<file path="config.mk">
export PLATFORM = sky130hd
export DESIGN_NAME = adder
export DESIGN_NICKNAME = d
export VERILOG_FILES = /design/src/rtl/adder_pkg.sv /design/src/rtl/adder_cla4.sv /design/src/rtl/adder.sv
export SDC_FILE = /design/constraint.sdc
export NUM_CORES = 1
export LEC_CHECK = 0
export ABC_AREA = 1
export BUFFER_PORTS_ARGS = -buffer_cell sky130_fd_sc_hd__buf_2
export CAP_MARGIN = 20
export CORE_MARGIN = 10
export CORE_UTILIZATION = 45
export CTS_CLUSTER_SIZE = 30
export DETAILED_ROUTE_END_ITERATION = 12
export GPL_TIMING_DRIVEN = 0
export PLACE_DENSITY = 0.88
export SKIP_CTS_REPAIR_TIMING = 1
export SYNTH_ARGS = -nofsm -noshare
export SYNTH_HDL_FRONTEND = slang
export SYNTH_HIERARCHICAL = 1
export SYNTH_SLANG_ARGS = --single-unit
</file>
<file path="constraint.sdc">
create_clock -name clk_i -period 2.1 [get_ports clk_i]
set_input_delay 0.21 -clock clk_i [delete_from_list [all_inputs] [get_ports clk_i]]
set_output_delay 0.21 -clock clk_i [all_outputs]
set_load 0.01 [all_outputs]
</file>
<file path="src/rtl/adder_pkg.sv">
// Shared definitions for the registered carry-lookahead adder.
// Contents: default operand width, CLA group width, default data type.
package adder_pkg;

    localparam int unsigned DEFAULT_WIDTH = 8;
    localparam int unsigned GROUP_W       = 4;

    typedef logic [DEFAULT_WIDTH-1:0] data_t;

endpackage : adder_pkg

</file>
<file path="src/rtl/adder_cla4.sv">
// Combinational 4-bit carry-lookahead group.
// Ports:
//   a, b  : 4-bit operand slices
//   cin   : carry into the group
//   sum   : 4-bit sum slice
//   cout  : carry out of the group
module adder_cla4
    import adder_pkg::*;
(
    input  logic [GROUP_W-1:0] a,
    input  logic [GROUP_W-1:0] b,
    input  logic               cin,
    output logic [GROUP_W-1:0] sum,
    output logic               cout
);

    logic [GROUP_W-1:0] g;
    logic [GROUP_W-1:0] p;
    logic [GROUP_W:0]   c;

    assign g = a & b;
    assign p = a ^ b;

    // Every carry is expanded from cin directly, so no carry ripples inside the group.
    assign c[0] = cin;
    assign c[1] = g[0] | (p[0] & cin);
    assign c[2] = g[1] | (p[1] & g[0]) | (p[1] & p[0] & cin);
    assign c[3] = g[2] | (p[2] & g[1]) | (p[2] & p[1] & g[0])
                | (p[2] & p[1] & p[0] & cin);
    assign c[4] = g[3] | (p[3] & g[2]) | (p[3] & p[2] & g[1])
                | (p[3] & p[2] & p[1] & g[0])
                | (p[3] & p[2] & p[1] & p[0] & cin);

    assign sum  = p ^ c[GROUP_W-1:0];
    assign cout = c[GROUP_W];

endmodule : adder_cla4

</file>
<file path="src/rtl/adder.sv">
// Registered unsigned modulo-2^WIDTH adder built from chained 4-bit CLA groups.
// Ports:
//   clk_i   : clock, rising edge
//   reset_i : synchronous active-low clear of res
//   a, b    : WIDTH-bit unsigned operands
//   res     : registered (a + b) mod 2^WIDTH, one cycle latency
module adder
    import adder_pkg::*;
#(
    parameter int unsigned WIDTH = DEFAULT_WIDTH
) (
    input  logic             clk_i,
    input  logic             reset_i,
    input  logic [WIDTH-1:0] a,
    input  logic [WIDTH-1:0] b,
    output logic [WIDTH-1:0] res
);

    localparam int unsigned NUM_GROUPS = WIDTH / GROUP_W;

    // Reject widths the group chain cannot tile exactly.
    if ((WIDTH % GROUP_W) != 0 || WIDTH < 4 || WIDTH > 64) begin : g_width_check
        $fatal(1, "adder: WIDTH must be a multiple of 4 in 4..64");
    end

    logic [WIDTH-1:0]    sum_c;
    logic [NUM_GROUPS:0] carry;
    logic                unused_carry;

    assign carry[0] = 1'b0;

    // Group carry chain, LSB group first.
    for (genvar gi = 0; gi < NUM_GROUPS; gi++) begin : g_cla
        adder_cla4 u_cla4 (
            .a    (a[gi*GROUP_W +: GROUP_W]),
            .b    (b[gi*GROUP_W +: GROUP_W]),
            .cin  (carry[gi]),
            .sum  (sum_c[gi*GROUP_W +: GROUP_W]),
            .cout (carry[gi+1])
        );
    end

    // Carry out of the MSB is dropped so the sum wraps.
    assign unused_carry = carry[NUM_GROUPS];

    // Result register with synchronous clear.
    always_ff @(posedge clk_i) begin
        if (!reset_i) begin
            res <= '0;
        end else begin
            res <= sum_c;
        end
    end

endmodule : adder

</file>
-- Word-level counts from Yosys, hierarchy flattened
Index checks and enable logic that the tools add are counted.
- bitwise operators: 36
- reductions and logical operators: 0
- shift-type cells: 0
- $add $sub $neg: 0
- multiply operators: 0
- order comparisons: 0
- divide/modulo/power cells: 0
- muxes and demuxes: 0
- eq/ne operators: 0
- operator list (kind ; number):
    $and 1x1->1 ; 18
    $xor 4x4->4 ; 4
    $or 1x1->1 ; 12
    $and 4x4->4 ; 1
    $and 3x3->3 ; 1
- input bits: 18
- output and inout port bits: 8
- bits in read-only memories: 0
- memories kept: 0
- word-level logic and storage cells: 37
- RAM bits: 0
- register bits: 8
- bits in latches: 0

-- Logic depth before layout (Yosys ltp)
Gate-level depths: netlist (run 1).
- depth in word-level cells: 8
- mapped depth: 11
- mapped depth without buffers: 11

-- Hierarchy
Netlist (run 1), hierarchy kept.
- modules (own cells, without submodules) (module ; area each (µm²) ; cells each ; times used ; sequential area each (µm²)):
    adder_cla4 ; 188.9 ; 31 ; 2 ; 0.0
    adder ; 229.0 ; 26 ; 1 ; 160.2

-- Least setup slack after synthesis (run 1)
No wires, ideal clock.
- path type: input-to-reg
- start: in a[1]
- end: reg res[5]
- cell stages on the path: 10
- path slack: 0.511 ns
- arrival time: 1.481 ns
- data required time: 1.991 ns
- path buffers: 0
- library setup time: 0.109 ns
- path through: ha_1 -> nand2_2 -> nand3_1 -> nand3_1 -> nand2_1 -> inv_1 -> fa_1 -> xnor2_1 -> nand2_1 -> inv_1
- word-level cells in the longest chain between the ends: 7
- elaborated cells on any way between the ends: 10
- those cells by class: bitwise: 10
- RTL lines (element ; RTL line ; text):
    start, declared ; adder.sv:14 ; input logic [WIDTH-1:0] a,
    $and 4x4->4 or $xor 4x4->4 (tied branches) ; adder_cla4.sv:21, adder_cla4.sv:22 ;
    $and 1x1->1 (on tied branches) ; adder_cla4.sv:30, adder_cla4.sv:31 ;
    $or 1x1->1 or $and 1x1->1 (tied branches) ; adder_cla4.sv:30, adder_cla4.sv:31 ;
    $or 1x1->1 (*) ; adder_cla4.sv:31 ; | (p[3] & p[2] & p[1] & g[0])
    via carry[1] ; adder.sv:27 ; logic [NUM_GROUPS:0] carry;
    $and 1x1->1 (*) ; adder_cla4.sv:26 ; assign c[1] = g[0] | (p[0] & cin);
    $or 1x1->1 (*) ; adder_cla4.sv:26 ;
    $xor 4x4->4 (*) ; adder_cla4.sv:34 ; assign sum = p ^ c[GROUP_W-1:0];
    via sum_c[5] ; adder.sv:26 ; logic [WIDTH-1:0] sum_c;
    end signal, assigned ; adder.sv:51 ; res <= sum_c;
    end, declared ; adder.sv:16 ; output logic [WIDTH-1:0] res
Mark *: on every way through the listed nets, which the timed path passes. The rest lies on a longest branch.
A chain may end at the register's enable or synchronous reset.

-- Worst setup path after layout (run 1)
- start: in a[1]
- end: reg res[4]
- word-level cells in the longest chain between the ends: 5
- elaborated cells on any way between the ends: 8
- those cells by class: bitwise: 8
- RTL lines (element ; RTL line):
    $and 4x4->4 or $xor 4x4->4 (tied branches) ; adder_cla4.sv:21, adder_cla4.sv:22
    $and 1x1->1 (on tied branches) ; adder_cla4.sv:30, adder_cla4.sv:31
    $or 1x1->1 or $and 1x1->1 (tied branches) ; adder_cla4.sv:30, adder_cla4.sv:31
    $or 1x1->1 (*) ; adder_cla4.sv:31
    via carry[1] ; adder.sv:27
    $xor 4x4->4 (*) ; adder_cla4.sv:34
    via sum_c[4] ; adder.sv:26
Marks and branches as above.

==> metrics.txt, run 1 <==
max_cap viols 0; H-tree levels 1; routed via count 588; initial core utilization 46.7%; WL/cell 10.3 microns; data required time at the worst endpoint 2240 ps; synthesized cell area 593 sq um; Core ar. 0.00127 sq mm; drt pass-1 iters 5; io pins 26; Final period util 76.0%; drt total wl 1.33 mm; drc violations 0; Root Buffer clkbuf_4; fmax 627 MHz; initial drt markers 9; IO buf count 24; largest net degree at the start of global routing 9; Layout area overhead 28.5%; fillers 117; Crit Path Class primary input to flop; largest registers res x8; full die area 0.00317 sq mm; Setup crit end kind flop; worst-case clock buffer depth 2; gr ovfl total 0; crit-path max FO 4; pwr/cell area 577 mW/mm^2; hold slack final 243 ps; GRT Total Usage 8.22%; synth warn 6; slack of the critical path 504 ps; Avg Cell Area, Syn 6.98 sq um; RSZ-0062 raised after global routing false; Setup crit start kind primary input; CTS tree yes; first-pass GRT wire length 2.28 mm; Cells after Synth 85; Fin. Hold Viols 0; die height 56.3 microns; number of flip-flops in the largest register 8; gpl congestion 0.845; Chip Width 56.3 microns; Slew Limit Fails 0; clk sinks 8; fin nets 144; Antenna diodes 0; Final setup viols 0; data arrival time of the critical path 1730 ps; outcome finished clean; Vias/cell 4.56; vias in the first global route 591; post-layout min period 1600 ps; share of layout cells above drive strength 1 26.3%; Total Neg Setup Slack 0 ps; Peak supply drop 0.000150 V; row cnt 13; register name with the most flops res; initial antenna violation count 0; Hold Path Class primary input to flop; Leak 0.506 nW; TritonCTS buffer count 3; clk slew on worst S/H paths 50 ps; Detail Route Antenna Nets 0; pre-CTS setup slack 263 ps; Detailed Place HPWL 1.19 mm
-- cells in the final DEF, fill, tap and decap left out --
master	n
a21oi_1	1
buf_2	25
clkbuf_4	3
conb_1	3
dfxtp_1	8
fa_1	2
ha_1	8
inv_1	22
nand2_1	23
nand2_2	2
nand3_1	7
nand4_1	4
nor2_1	2
or2_0	2
xnor2_1	2
-- cell type report --
class	instances	area, sq um	area share, %
flip-flops and latches	8	160	21.0
inverters	22	82.6	10.8
well taps	15	18.8	2.46
clock buffers	3	22.5	2.96
repair buffers	24	120	15.8
plain buffers	1	5.00	0.657
multi-input cells	56	353	46.3
-- worst max-delay path: stages --
cell and delay (ps):
buf_2 100, ha_1 360, nand2_2 90, nand3_1 110, nand3_1 70, nand2_1 100
inv_1 60, fa_1 470, inv_1 40, nand2_1 60, inv_1 40
-- worst paths after layout --
kind                 from      to  cells past startpoint
setup / recovery     a[1]  res[4]                     11
hold / removal    reset_i  res[1]                      3
-- layer usage --
metal  routed length, microns  vias up  GRT usage [%]
met2                      739       14           16.8
met1                      490      262           7.72
met5                        0        -              0
met3                       98        0           2.70
met4                        0        0           1.03
li1                         -      312              -
-- power breakdown --
| group | internal, mW | leakage [nW] | switching [mW] |
|---|---|---|---|
| clock network | 0.0650 | 0.0138 | 0.0456 |
| registers | 0.171 | 0.0666 | 0.00353 |
| logic | 0.0688 | 0.426 | 0.0864 |
| total | 0.304 | 0.506 | 0.136 |
-- per-stage QoR --
step / std cells / cell area [sq um] / total power [mW] / utilization [%]
2_1_floorplan: 87 / 601 / 0.281 / -
4_1_cts: 129 / 762 / 0.442 / 60.1
6_report: 129 / 762 / 0.440 / 60.1
3_5_place_dp: 126 / 739 / 0.333 / 58.3
5_1_grt: 129 / 762 / 0.472 / 60.1
3_3_place_gp: 126 / 739 / 0.325 / 58.3
Power figures use the tool's default switching activity.
==> run 2: changes to the inputs <==
--- a/config.mk
+++ b/config.mk
@@ -5,15 +5,15 @@
 export SDC_FILE = /design/constraint.sdc
 export NUM_CORES = 1
 export LEC_CHECK = 0
-export ABC_AREA = 1
+export ABC_AREA = 0
 export BUFFER_PORTS_ARGS = -buffer_cell sky130_fd_sc_hd__buf_2
 export CAP_MARGIN = 20
-export CORE_MARGIN = 10
-export CORE_UTILIZATION = 45
+export CORE_AREA = 10 10 47 49
 export CTS_CLUSTER_SIZE = 30
 export DETAILED_ROUTE_END_ITERATION = 12
+export DIE_AREA = 0 0 57 59
 export GPL_TIMING_DRIVEN = 0
-export PLACE_DENSITY = 0.88
+export PLACE_DENSITY = 0.81
 export SKIP_CTS_REPAIR_TIMING = 1
 export SYNTH_ARGS = -nofsm -noshare
 export SYNTH_HDL_FRONTEND = slang
==> constraint.sdc (replaced) <==
create_clock -name clk_i -period 1.5 [get_ports clk_i]
set_input_delay 0.15 -clock clk_i [delete_from_list [all_inputs] [get_ports clk_i]]
set_output_delay 0.15 -clock clk_i [all_outputs]
set_load 0.01 [all_outputs]
==> metrics.txt, run 2 <==
outcome finished clean; Final period util 99.6%; RSZ-0062 raised after global routing true; CP max stage cell fa_2; WL/cell 11.5 microns; Levels on crit path 9; row cnt 14; CP max stage delay 520 ps; routed via count 419; synthesized cell area 502 sq um; Leak 0.400 nW; gpl congestion 0.666; Top delay family on crit path adder cells; drt total wl 1.11 mm; first-pass GRT wire length 1.61 mm; Detail Route Antenna Nets 0; data arrival time of the critical path 1640 ps; TritonCTS buffer count 3; die height 59 microns; post-layout min period 1490 ps; crit-path cells buf_6 -> ha_4 -> a21o_1 -> a31o_1 -> a21o_1 -> inv_1 -> fa_2 -> inv_1 -> and2_1; initial drt markers 1; Avg Cell Area, Syn 10.0 sq um; Setup crit start kind primary input; drc violations 0; Antenna diodes 0; vias in the first global route 401; largest net degree at the start of global routing 9; Final setup viols 0; Hold Path Class primary input to flop; register name with the most flops res; Chip Width 57 microns; worst-case clock buffer depth 2; IO buf count 25; Slew Limit Fails 0; Total Neg Setup Slack 0 ps; GRT Total Usage 6.44%; share of layout cells above drive strength 1 40.0%; fmax 669 MHz; Crit Path Class primary input to flop; initial antenna violation count 0; max_cap viols 0; most common cell after layout, fill and taps aside buf_2; CP Buf/Inv Count 3; Detailed Place HPWL 970 microns; fin nets 110; Root Buffer clkbuf_4; data required time at the worst endpoint 1650 ps; CTS tree yes; crit-path max FO 3; gr ovfl total 0; Setup crit end kind flop; clk sinks 8; Fin. Hold Viols 0; pwr/cell area 853 mW/mm^2; Peak supply drop 0.000244 V; Core Util, Final 51.4%; Cells after Synth 50; Layout area overhead 43.6%; total power 0.615 mW; depth of the worst hold-timing path 2; Vias/cell 4.36; clk slew on worst S/H paths 50 ps; drt pass-1 iters 3; number of flip-flops in the largest register 8; initial core utilization 35.8%; largest registers res x8; synth warn 6; full die area 0.00336 sq mm; Core ar. 0.00140 sq mm; most frequent cells in the layout 23 x buf_2, 8 x and2_1, 8 x inv_1, 8 x dfxtp_1, 6 x ha_1; io pins 26; H-tree levels 1
## run 2: layer usage
metal	part of all wire, %	track usage [%]
met1	33	4.48
met2	52	11.5
met3	11	4.08
met4	4.3	6.04
met5	0	0
## run 2: final cells by class
type / count / area, sq um
Clock buffer: 3 / 22.5
Fill cell: 136 / 681
Inverter: 8 / 30.0
Multi-Input combinational cell: 35 / 343
Sequential cell: 8 / 160
Tap cell: 16 / 20.0
Timing Repair Buffer: 26 / 145
## run 2: path summary, 6_finish.rpt
check	from	endpoint	slack [ps]
worst min-delay path	reset_i	res[5]	180
worst max-delay path	b[2]	res[4]	6
## run 2: stage by stage
step | setup WS (ps) | hold WS (ps) | instances | area [sq um]
floorplan | -67.9 | 272 | 51 | 533
global placement | -253 | 438 | 92 | 678
detailed placement | -277 | 441 | 92 | 678
CTS | -10.2 | 183 | 95 | 701
global route | -51.5 | 182 | 96 | 721
finish | 5.54 | 182 | 96 | 721
## run 2: report_power, final
group / switching [mW] / internal [mW] / total, mW
Combinational: 0.0954 / 0.116 / 0.211
Clock: 0.0661 / 0.0911 / 0.157
Sequential: 0.00502 / 0.241 / 0.247
==> run 3: changes to the inputs <==
--- a/config.mk
+++ b/config.mk
@@ -12,7 +12,6 @@
 export CTS_CLUSTER_SIZE = 30
 export DETAILED_ROUTE_END_ITERATION = 12
 export DIE_AREA = 0 0 57 59
-export GPL_TIMING_DRIVEN = 0
 export PLACE_DENSITY = 0.81
 export SKIP_CTS_REPAIR_TIMING = 1
 export SYNTH_ARGS = -nofsm -noshare
==> metrics.txt, run 3 (same netlist as run 2, synthesis figures left out) <==
die height 59 microns; Slew Limit Fails 0; pwr/cell area 822 mW/mm^2; Setup crit end kind flop; Detailed Place HPWL 942 microns; gpl congestion 0.669; Chip Width 57 microns; post-layout min period 1490 ps; post-route insts no fill 100; drc violations 0; row cnt 14; Setup crit start kind primary input; max_cap viols 0; initial drt markers 0; TritonCTS buffer count 3; clk slew on worst S/H paths 50 ps; hold path start reset_i; Cell Area, Placed 708 sq um; Crit Path Class primary input to flop; RSZ-0062 raised after global routing true; first-pass GRT wire length 1.61 mm; pre-CTS setup slack -254 ps; clk sinks 8; vias in the first global route 412; Antenna diodes 0; largest registers res x8; register name with the most flops res; Root Buffer clkbuf_4; CTS tree yes; IO buf count 25; depth of the worst hold-timing path 2; gr ovfl total 0; H-tree levels 1; fillers 136; initial antenna violation count 0; number of flip-flops in the largest register 8; M1 WL 414 microns; slack of the critical path 9.93 ps; GRT Total Usage 5.96%; initial core utilization 35.8%; most frequent cells in the layout 23 x buf_2, 8 x and2_1, 8 x dfxtp_1; Peak supply drop 0.000271 V; Hold Path Class primary input to flop; worst-case clock buffer depth 2; Vias/cell 4.19; most common cell after layout, fill and taps aside buf_2; data required time at the worst endpoint 1630 ps; Core ar. 0.00140 sq mm; wire length on met2 525 microns; largest net degree at the start of global routing 9; Leak 0.417 nW; routed via count 419; full die area 0.00336 sq mm; FF+latch area 160 sq um; Layout area overhead 50.1%; hold slack final 185 ps; io pins 26; fmax 671 MHz; CP Launch Point a[2]; fin nets 114; final instance area 753 sq um; WL/cell 10.5 microns; max layer used met3; Detail Route Antenna Nets 0; met3 wire length 110 microns; Final setup viols 0; Fin. Hold Viols 0; Final period util 99.3%; drt pass-1 iters 1; data arrival time of the critical path 1620 ps; outcome finished clean; crit-path max FO 3; drt total wl 1.05 mm; placed cell count 96; footprint of the multi-input gates 345 sq um; share of layout cells above drive strength 1 45.2%; total power 0.619 mW
[run 3: changes by cell type in the layout (fill, tap and decap cells not counted)]
cell   before  now
buf_4       1    5
inv_2       0    1
ha_1        6    5
ha_2        0    1
inv_1       8    7
[run 3: worst max-delay path, cell delays in order]
cell and delay (ps):
buf_6 100, ha_4 230, a21o_1 150, a31o_1 190, a21o_1 180, a21o_1 180
a31o_1 190, xor2_1 130, and2_1 130
[run 3: area by class of cell]
class	count	area share [%]
clock buffers	3	2.99
well taps	16	2.66
multi-input cells	35	45.8
inverters	8	3.99
flip-flops and latches	8	21.3
repair buffers	30	23.3
[run 3: worst paths after layout]
path	to	slack, ps
worst max-delay path	res[7]	10
worst min-delay path	res[5]	180
[run 3: routing by layer]
| layer | vias to the layer above | track usage (%) |
|---|---|---|
| li1 | 227 | - |
| met1 | 177 | 5.56 |
| met2 | 15 | 9.77 |
| met3 | 0 | 4.08 |
| met4 | 0 | 3.02 |
| met5 | - | 0 |
[run 3: power by group]
group / switching, mW / total (mW) / internal (mW)
sequential: 0.00499 / 0.247 / 0.242
clock: 0.0589 / 0.150 / 0.0906
combinational: 0.0970 / 0.223 / 0.126
[run 3: stage by stage]
step	setup TNS [ps]	util (%)
finish	0	53.8
global route	-45.1	53.8
CTS	-3.65	52.1
detailed placement	-847	50.5
global placement	-711	50.5
floorplan	-128	-
